**src/rtl/prefetch_rd_arbiter_pkg.sv**
```systemverilog
// Shared types for the prefetch read arbiter.
// FSM state encoding and a constant log2 helper.
package prefetch_rd_arbiter_pkg;

  typedef enum logic {
    IDLE,
    BURST
  } state_t;

  function automatic int clog2(input int v);
    int r;
    r = 0;
    while ((1 << r) < v) r++;
    return r;
  endfunction

endpackage

```
**src/rtl/prefetch_rr_pick.sv**
```systemverilog
// Round-robin request picker: first set req bit at or above ptr, wrapping.
// Purely combinational.
module prefetch_rr_pick
  import prefetch_rd_arbiter_pkg::*;
#(
  parameter int N = 4,
  parameter int W = clog2(N)
) (
  input  logic [N-1:0] req,
  input  logic [W-1:0] ptr,
  output logic [W-1:0] gnt_idx,
  output logic         gnt_any
);

  logic [W-1:0] k;

  // Scan farthest offset first so the nearest requester wins last.
  always_comb begin
    gnt_idx = '0;
    gnt_any = 1'b0;
    k       = '0;
    for (int i = N - 1; i >= 0; i--) begin
      k = W'((int'(ptr) + i) % N);
      if (req[k]) begin
        gnt_idx = k;
        gnt_any = 1'b1;
      end
    end
  end

endmodule

```
**src/rtl/prefetch_rd_arbiter.sv**
```systemverilog
// Bursting round-robin arbiter over N_CH show-ahead prefetch FIFOs.
// Define PREFETCH_ARB_CH0_PRIO_EN to give channel 0 strict priority.
module prefetch_rd_arbiter
  import prefetch_rd_arbiter_pkg::*;
#(
  parameter int N_CH      = 4,
  parameter int DW        = 64,
  parameter int BURST_LEN = 16
) (
  input  logic                     rd_clk,
  input  logic                     rd_rst,
  input  logic [N_CH-1:0]          ch_vld,
  input  logic [N_CH*DW-1:0]       ch_data,
  output logic [N_CH-1:0]          ch_rd_en,
  output logic [DW-1:0]            out_data,
  output logic                     out_vld,
  input  logic                     out_ready,
  output logic [clog2(N_CH)-1:0]   out_ch,
  output logic                     out_sop,
  output logic                     out_eop,
  output logic                     burst_abort
);

  localparam int CW = clog2(N_CH);
  localparam int BW = clog2(BURST_LEN);
  localparam logic [CW-1:0] LAST_CH   = CW'(N_CH - 1);
  localparam logic [BW-1:0] LAST_BEAT = BW'(BURST_LEN - 1);

  state_t        state, state_n;
  logic [CW-1:0] rr_ptr, rr_n, ch_n;
  logic [BW-1:0] beat_cnt, cnt_n;
  logic [DW-1:0] words [N_CH];

  logic [CW-1:0] rr_idx, gnt_idx;
  logic          rr_any, gnt_any, gnt_adv;
  logic          busy, cur_vld;

  for (genvar i = 0; i < N_CH; i++) begin : g_word
    assign words[i] = ch_data[i*DW +: DW];
  end

  prefetch_rr_pick #(
    .N (N_CH),
    .W (CW)
  ) u_pick (
    .req     (ch_vld),
    .ptr     (rr_ptr),
    .gnt_idx (rr_idx),
    .gnt_any (rr_any)
  );

`ifdef PREFETCH_ARB_CH0_PRIO_EN
  assign gnt_any = ch_vld[0] | rr_any;
  assign gnt_idx = ch_vld[0] ? '0 : rr_idx;
  assign gnt_adv = ~ch_vld[0];
`else
  assign gnt_any = rr_any;
  assign gnt_idx = rr_idx;
  assign gnt_adv = 1'b1;
`endif

  assign busy    = (state == BURST);
  assign cur_vld = ch_vld[out_ch];

  always_comb begin
    out_vld  = busy & cur_vld;
    out_data = busy ? words[out_ch] : '0;
    ch_rd_en = '0;
    if (busy) ch_rd_en[out_ch] = out_ready;
    out_sop     = out_vld & (beat_cnt == '0);
    out_eop     = out_vld & (beat_cnt == LAST_BEAT);
    burst_abort = busy & ~cur_vld & (beat_cnt != '0);
  end

  always_comb begin
    state_n = state;
    rr_n    = rr_ptr;
    ch_n    = out_ch;
    cnt_n   = beat_cnt;
    case (state)
      IDLE: begin
        if (gnt_any) begin
          state_n = BURST;
          ch_n    = gnt_idx;
          cnt_n   = '0;
          if (gnt_adv)
            rr_n = (gnt_idx == LAST_CH) ? '0 : gnt_idx + 1'b1;
        end
      end
      BURST: begin
        if (!cur_vld) begin
          state_n = IDLE;
        end else if (out_ready) begin
          cnt_n = beat_cnt + 1'b1;
          if (out_eop) state_n = IDLE;
        end
      end
      default: state_n = IDLE;
    endcase
  end

  always_ff @(posedge rd_clk or posedge rd_rst) begin
    if (rd_rst) begin
      state    <= IDLE;
      rr_ptr   <= '0;
      out_ch   <= '0;
      beat_cnt <= '0;
    end else begin
      state    <= state_n;
      rr_ptr   <= rr_n;
      out_ch   <= ch_n;
      beat_cnt <= cnt_n;
    end
  end

endmodule

```
**config.mk**
```make
export PLATFORM = sky130hd
export DESIGN_NAME = prefetch_rd_arbiter
export DESIGN_NICKNAME = d
export VERILOG_FILES = /design/src/rtl/prefetch_rd_arbiter_pkg.sv /design/src/rtl/prefetch_rr_pick.sv /design/src/rtl/prefetch_rd_arbiter.sv
export SDC_FILE = /design/constraint.sdc
export NUM_CORES = 1
export LEC_CHECK = 0
export CAP_MARGIN = 25
export CELL_PAD_IN_SITES_DETAIL_PLACEMENT = 1
export CELL_PAD_IN_SITES_GLOBAL_PLACEMENT = 2
export CORE_ASPECT_RATIO = 0.9
export CORE_MARGIN = 2
export CORE_UTILIZATION = 13
export CTS_BUF_LIST = sky130_fd_sc_hd__clkbuf_16
export DETAILED_ROUTE_END_ITERATION = 10
export HOLD_SLACK_MARGIN = 0.02
export PLACE_DENSITY = 0.89
export SLEW_MARGIN = 15
export SYNTH_ARGS = -nofsm -noshare
export SYNTH_HDL_FRONTEND = slang
export SYNTH_SLANG_ARGS = --single-unit
```
**constraint.sdc**
```tcl
create_clock -name rd_clk -period 4.65 [get_ports rd_clk]
set_input_delay 0.6975 -clock rd_clk [delete_from_list [all_inputs] [get_ports rd_clk]]
set_output_delay 0.6975 -clock rd_clk [all_outputs]
set_load 0.01 [all_outputs]
```
# [After elaboration in Yosys (flattened, before gate mapping)]
# Index checks and enable logic that the tools add are counted.
[classes] add_sub_neg=5 eq_ne=5 n_lt_le_gt_ge=7 n_reduce_logical=5 n_mux=35 n_bitwise=9
[op_table] cell="$mux 64" count=3
[op_table] cell="$bmux 64 s2" count=1
[op_table] cell="$mux 4" count=4
[op_table] cell="$lt 2x3->1 const B" count=5
[op_table] cell="$mux 1" count=14
[op_table] cell="$bmux 1 s2" count=5
[op_table] cell="$mux 2" count=5
[op_table] cell="$pmux 4 s2" count=1
[op_table] cell="$and 1x1->1" count=5
[op_table] cell="$add 2x1->2 const B" count=2
[op_table] cell="$add 2x2->2 const B" count=2
[op_table] cell="$add 4x1->4 const B" count=1
[op_table] cell="$and 4x4->4" count=1
[op_table] cell="$eq 4x4->1 const B" count=1
[op_table] cell="$logic_not 4->1" count=1
[op_table] cell="$ne 2x2->1 const B" count=2
[op_table] cell="$reduce_bool 4->1" count=1
[op_table] cell="$ge 3x3->1 const B" count=1
[op_table] cell="$not 2->3" count=1
[op_table] cell="$reduce_and 3->1" count=1
[op_table] cell="$demux 1 s2" count=1
[op_table] cell="$eq 2x2->1 const B" count=1
[op_table] cell="$ge 2x1->1 const B" count=1
[op_table] cell="$ne 2x1->1 const B" count=1
[op_table] cell="other kinds (4)" count=5
[word_totals] word_cells=70 reg_bits=9 inputBits=263

# [Logic depth before layout (Yosys ltp)]
[depth] ltp_word=9 mapped_depth=7 mapped_depth_nobuf=5

# [Modules after synthesis]
# From an unflattened synthesis, not the netlist that was laid out.
[hier_totals] cells_unflattened=225 hier_area_um2=2597.5
[modules_own_cells] mod="prefetch_rd_arbiter" area_each_um2=2519.9 instances=1 cells_each=212
[modules_own_cells] mod="prefetch_rr_pick" area_each_um2=77.6 instances=1 cells_each=13

# [Least setup slack after synthesis]
# Ideal clock, no wire load.
[synth_path] kind="register to output" startpoint="register out_ch[0]" endpoint="output port out_data[27]" slack_ns=2.278 arrival_ns=1.674 stages_incl_launch_ff=6 cell_sequence="dfrtp_1 clkbuf_1 buf_4 buf_4 mux4_2 and2_1"
[synth_via] elab_chain_cells=5
[synth_rtl] element="from (decl)" line_no="prefetch_rd_arbiter.sv:18" text="output logic [clog2(N_CH)-1:0] out_ch,"
[synth_rtl] element="from (signal assigned)" line_no="prefetch_rd_arbiter.sv:111" text="out_ch <= ch_n;"
[synth_rtl] element="$not 2->3 (implied by the code)" line_no="prefetch_rd_arbiter.sv:67" text="out_data = busy ? words[out_ch] : '0;"
[synth_rtl] element="$bmux 64 s2" line_no="prefetch_rd_arbiter.sv:67"
[synth_rtl] element="$mux 64 (implied by the code) (2 in a row)" line_no="prefetch_rd_arbiter.sv:67"
[synth_rtl] element="$mux 64" line_no="prefetch_rd_arbiter.sv:67"
[synth_rtl] element="to (decl)" line_no="prefetch_rd_arbiter.sv:15" text="output logic [DW-1:0] out_data,"
# Every way passes these cells. The select of a mux whose other input is x is not followed.

# [Final worst setup path]
[layout_path] startpoint="register out_ch[1]" endpoint="output port out_data[43]"
# The elaborated chain is that of the path after synthesis.

==> metrics.txt <==
status finished, final reports clean; largest family of logic cells by synthesized area multiplexers; First DRT Iteration DRCs between 40 and 50; total core area 0.0192 mm2; Storage cell area 231 um2; syn avg cell area 11.6 um2; Clock Power Share between 5 and 6%; layout cell share with drive strength beyond 1 14.3%; Multi-input gate area 0.00215 mm2; Adder-Cell Fraction of Synth Area less than 1%; Psw around 1.1 mW; # DRC 0; CP endpoint out_data[43]; post-placement setup slack around 1300 ps; Ys Warns 0; RSZ-0062 raised after global routing false; Initial Util 13.2%; first-pass GRT wire length approximately 23000 um; VDD IR max 0.377 mV; fmax 0.276 GHz; Seq/Total Area, Yosys 8.88%; number of distinct library cells after synthesis 31; antenna diode count 0; Die Span Y ~140 um; largest net degree at the start of global routing 38; std cell rows 48; Area contributors post-synth mux4_2 58%, and2_1 16%, dfrtp_1 8.9%; DRT Wirelength 16200 um; fin crit period approximately 3600 ps; ys flop type dfrtp_1; Fin. Hold Viols 0; placed cell count between 700 and 800; H-tree depth 1; drt first pass iters 4; routed vias 3280; min-delay worst type reg2reg; Worst-Skew Late Latency 240 ps; # IOs 337; GRT Total Usage 14.5%; final setup vio count 0; Worst path max stage delay 1000 ps; grt ovf 0; PwrDens roughly 440 mW/mm2; routability cong. 0.821; count leader, synth mux4_2; drt via density 4.17; Resized cells post-CTS 0; Mapped Cells 219; max-slew violation count 0; Async S/R FF share, synth 100%; Int Power 1.66 mW; final-layout fill cell count 2151; routed length per instance between 20 and 25 um; fin worst setup slack around 1000 ps; Critical Path RT 3950 ps; clk buf depth 2; CP cell instances buf_4 -> mux4_2 -> and2_1 -> clkdlybuf4s50_1; Maximum Capacitance Violations 0; Slew @ Worst Pin around 1000 ps; Worst R2R End beat_cnt[3]$_DFFE_PP0P_; R2R setup slack 2320 ps; Combinational Power Share 82.7%; crit end category output port; compound-cell area share of the yosys netlist 2.91%; Hold-fix buffers, CTS 0; sw frac 38.7%; Synth Area in Simple Gates 21.6%; initial antenna violation count 0; Leakage 2.18 nW; cts bufs inserted 3; final std cells w/o fill 787; Synth area leader mux4_2; Cell Area, Synth 0.00254 mm2; WP data arrival 2930 ps; Final Cycle Share 78.0%; Post-synth EDFFs 0; CTS tree yes; Synth Area in XOR/XNOR 0.690%; Critical path origin out_ch[1]$_DFFE_PP0P_; worst r2r path cells 5; area growth from synthesis to layout 145%; synth cell count leaders 65 x mux4_2, 64 x and2_1, 15 x clkbuf_1; syn_nets 484; placed wire-length estimate 13600 um; CTS Sinks 9; Nets about 800; Reg-to-Reg Start out_ch[1]$_DFFE_PP0P_; IO buf count between 300 and 400; Slew headroom 35.2%; Setup CP Type reg2out; Worst-path clk slew roughly 40 ps; crit path launch type register; flops & latches, synth 9; Routed Antenna Nets 0; share of the synthesized area in the top cell type 57.7%; multiplexer share of the synthesized area approximately three fifths; vias in the first global route 3780; register share of total power 11.7%; Worst Skew roughly 1.9 ps; CTS root buf clkbuf_16; worst-path fanout max 36; Total Neg Setup Slack 0 ps; # Post-CTS Setup Buffers 0; slowest CP cell dfrtp_2; die area 0.0207 mm2; Die Wd 151 um
## power groups by stage
stage	registers [mW]	clock network, mW	logic, mW
2_1_floorplan	0.138	0	1.33
3_3_place_gp	0.314	0	2.22
3_5_place_dp	0.327	0	2.26
4_1_cts	0.326	0.156	2.27
5_1_grt	0.346	0.161	2.40
6_report	0.317	0.153	2.24
## cells in the final DEF (no fill, tap or decap)
cell	n
xnor2_1	1
a311oi_1	1
inv_1	9
clkbuf_16	3
or2_1	1
nor2_1	7
nor3b_1	1
a21oi_1	3
o31ai_1	1
nor4_1	3
nor3_1	1
xor2_1	1
and2_1	64
dfrtp_1	6
nand3_1	3
ha_1	2
and3_1	1
mux4_2	65
nand4_2	1
o2bb2a_1	1
buf_12	1
inv_2	1
dfrtp_2	2
buf_4	2
o21ai_1	3
clkdlybuf4s50_1	336
nand2b_1	1
mux2i_1	2
nand2_1	9
a21boi_0	1
o21ai_0	2
dfrtp_4	1
and3_4	1
## how the worst min path moves through the flow
stage          depth (start not counted)  slack, ps                 endpoint               startpoint
6_report                               1        560  beat_cnt[2]$_DFFE_PP0P_  beat_cnt[2]$_DFFE_PP0P_
5_1_grt                                1        610  beat_cnt[0]$_DFFE_PP0P_  beat_cnt[0]$_DFFE_PP0P_
4_1_cts                                1        560  beat_cnt[2]$_DFFE_PP0P_  beat_cnt[2]$_DFFE_PP0P_
3_5_place_dp                           1        570  beat_cnt[2]$_DFFE_PP0P_  beat_cnt[2]$_DFFE_PP0P_
3_3_place_gp                           1        520  beat_cnt[2]$_DFFE_PP0P_  beat_cnt[2]$_DFFE_PP0P_
2_1_floorplan                          1        500  beat_cnt[2]$_DFFE_PP0P_  beat_cnt[2]$_DFFE_PP0P_
## cell families (layout without fill, tap and decap cells)
family / after synthesis / after routing
flops: 9 / 9
xor+xnor: 2 / 2
mux: 67 / 67
simple gates: 93 / 93
compound gates: 12 / 12
fa+ha+maj: 2 / 2
buf+inv: 34 / 352
## final cells by class
type                            instances  area share, %
Clock buffer                            3           1.21
Tap cell                              250           5.04
Timing Repair Buffer                  339           54.8
Multi-Input combinational cell        176           34.6
Inverter                                9          0.544
Sequential cell                         9           3.73
Clock inverter                          1         0.0605
## sequential cells by signal, summed over array words and instances (netlist names)
register	count
rr_ptr	2
beat_cnt	4
out_ch	2
busy	1
## metrics by stage
stage	area, um2	total power [mW]	util (%)	hold WS, ps
6_report	6200	2.71	32.4	564
5_1_grt	6200	2.90	32.4	614
4_1_cts	6200	2.75	32.4	565
3_5_place_dp	6130	2.59	32.0	570
3_3_place_gp	6130	2.54	32.0	520
2_1_floorplan	2540	1.46	-	502
## critical path: cells and delay by family, from the launching register on
kind                   cells  cell delay, ps
muxes                      1             380
DFF                        1            1000
and+or+nand+nor            1             170
buffers and inverters      2            1110
## routing by layer
layer	wire, um	track usage, %	vias up	part of all wire (%)
met3	1280	2.70	10	7.9
met2	8690	27.5	139	54
met1	6070	17.3	1636	38
li1	-	-	1495	-
met4	136	1.77	0	0.84
met5	0	0	-	0
(Power assumes the default switching activity.)
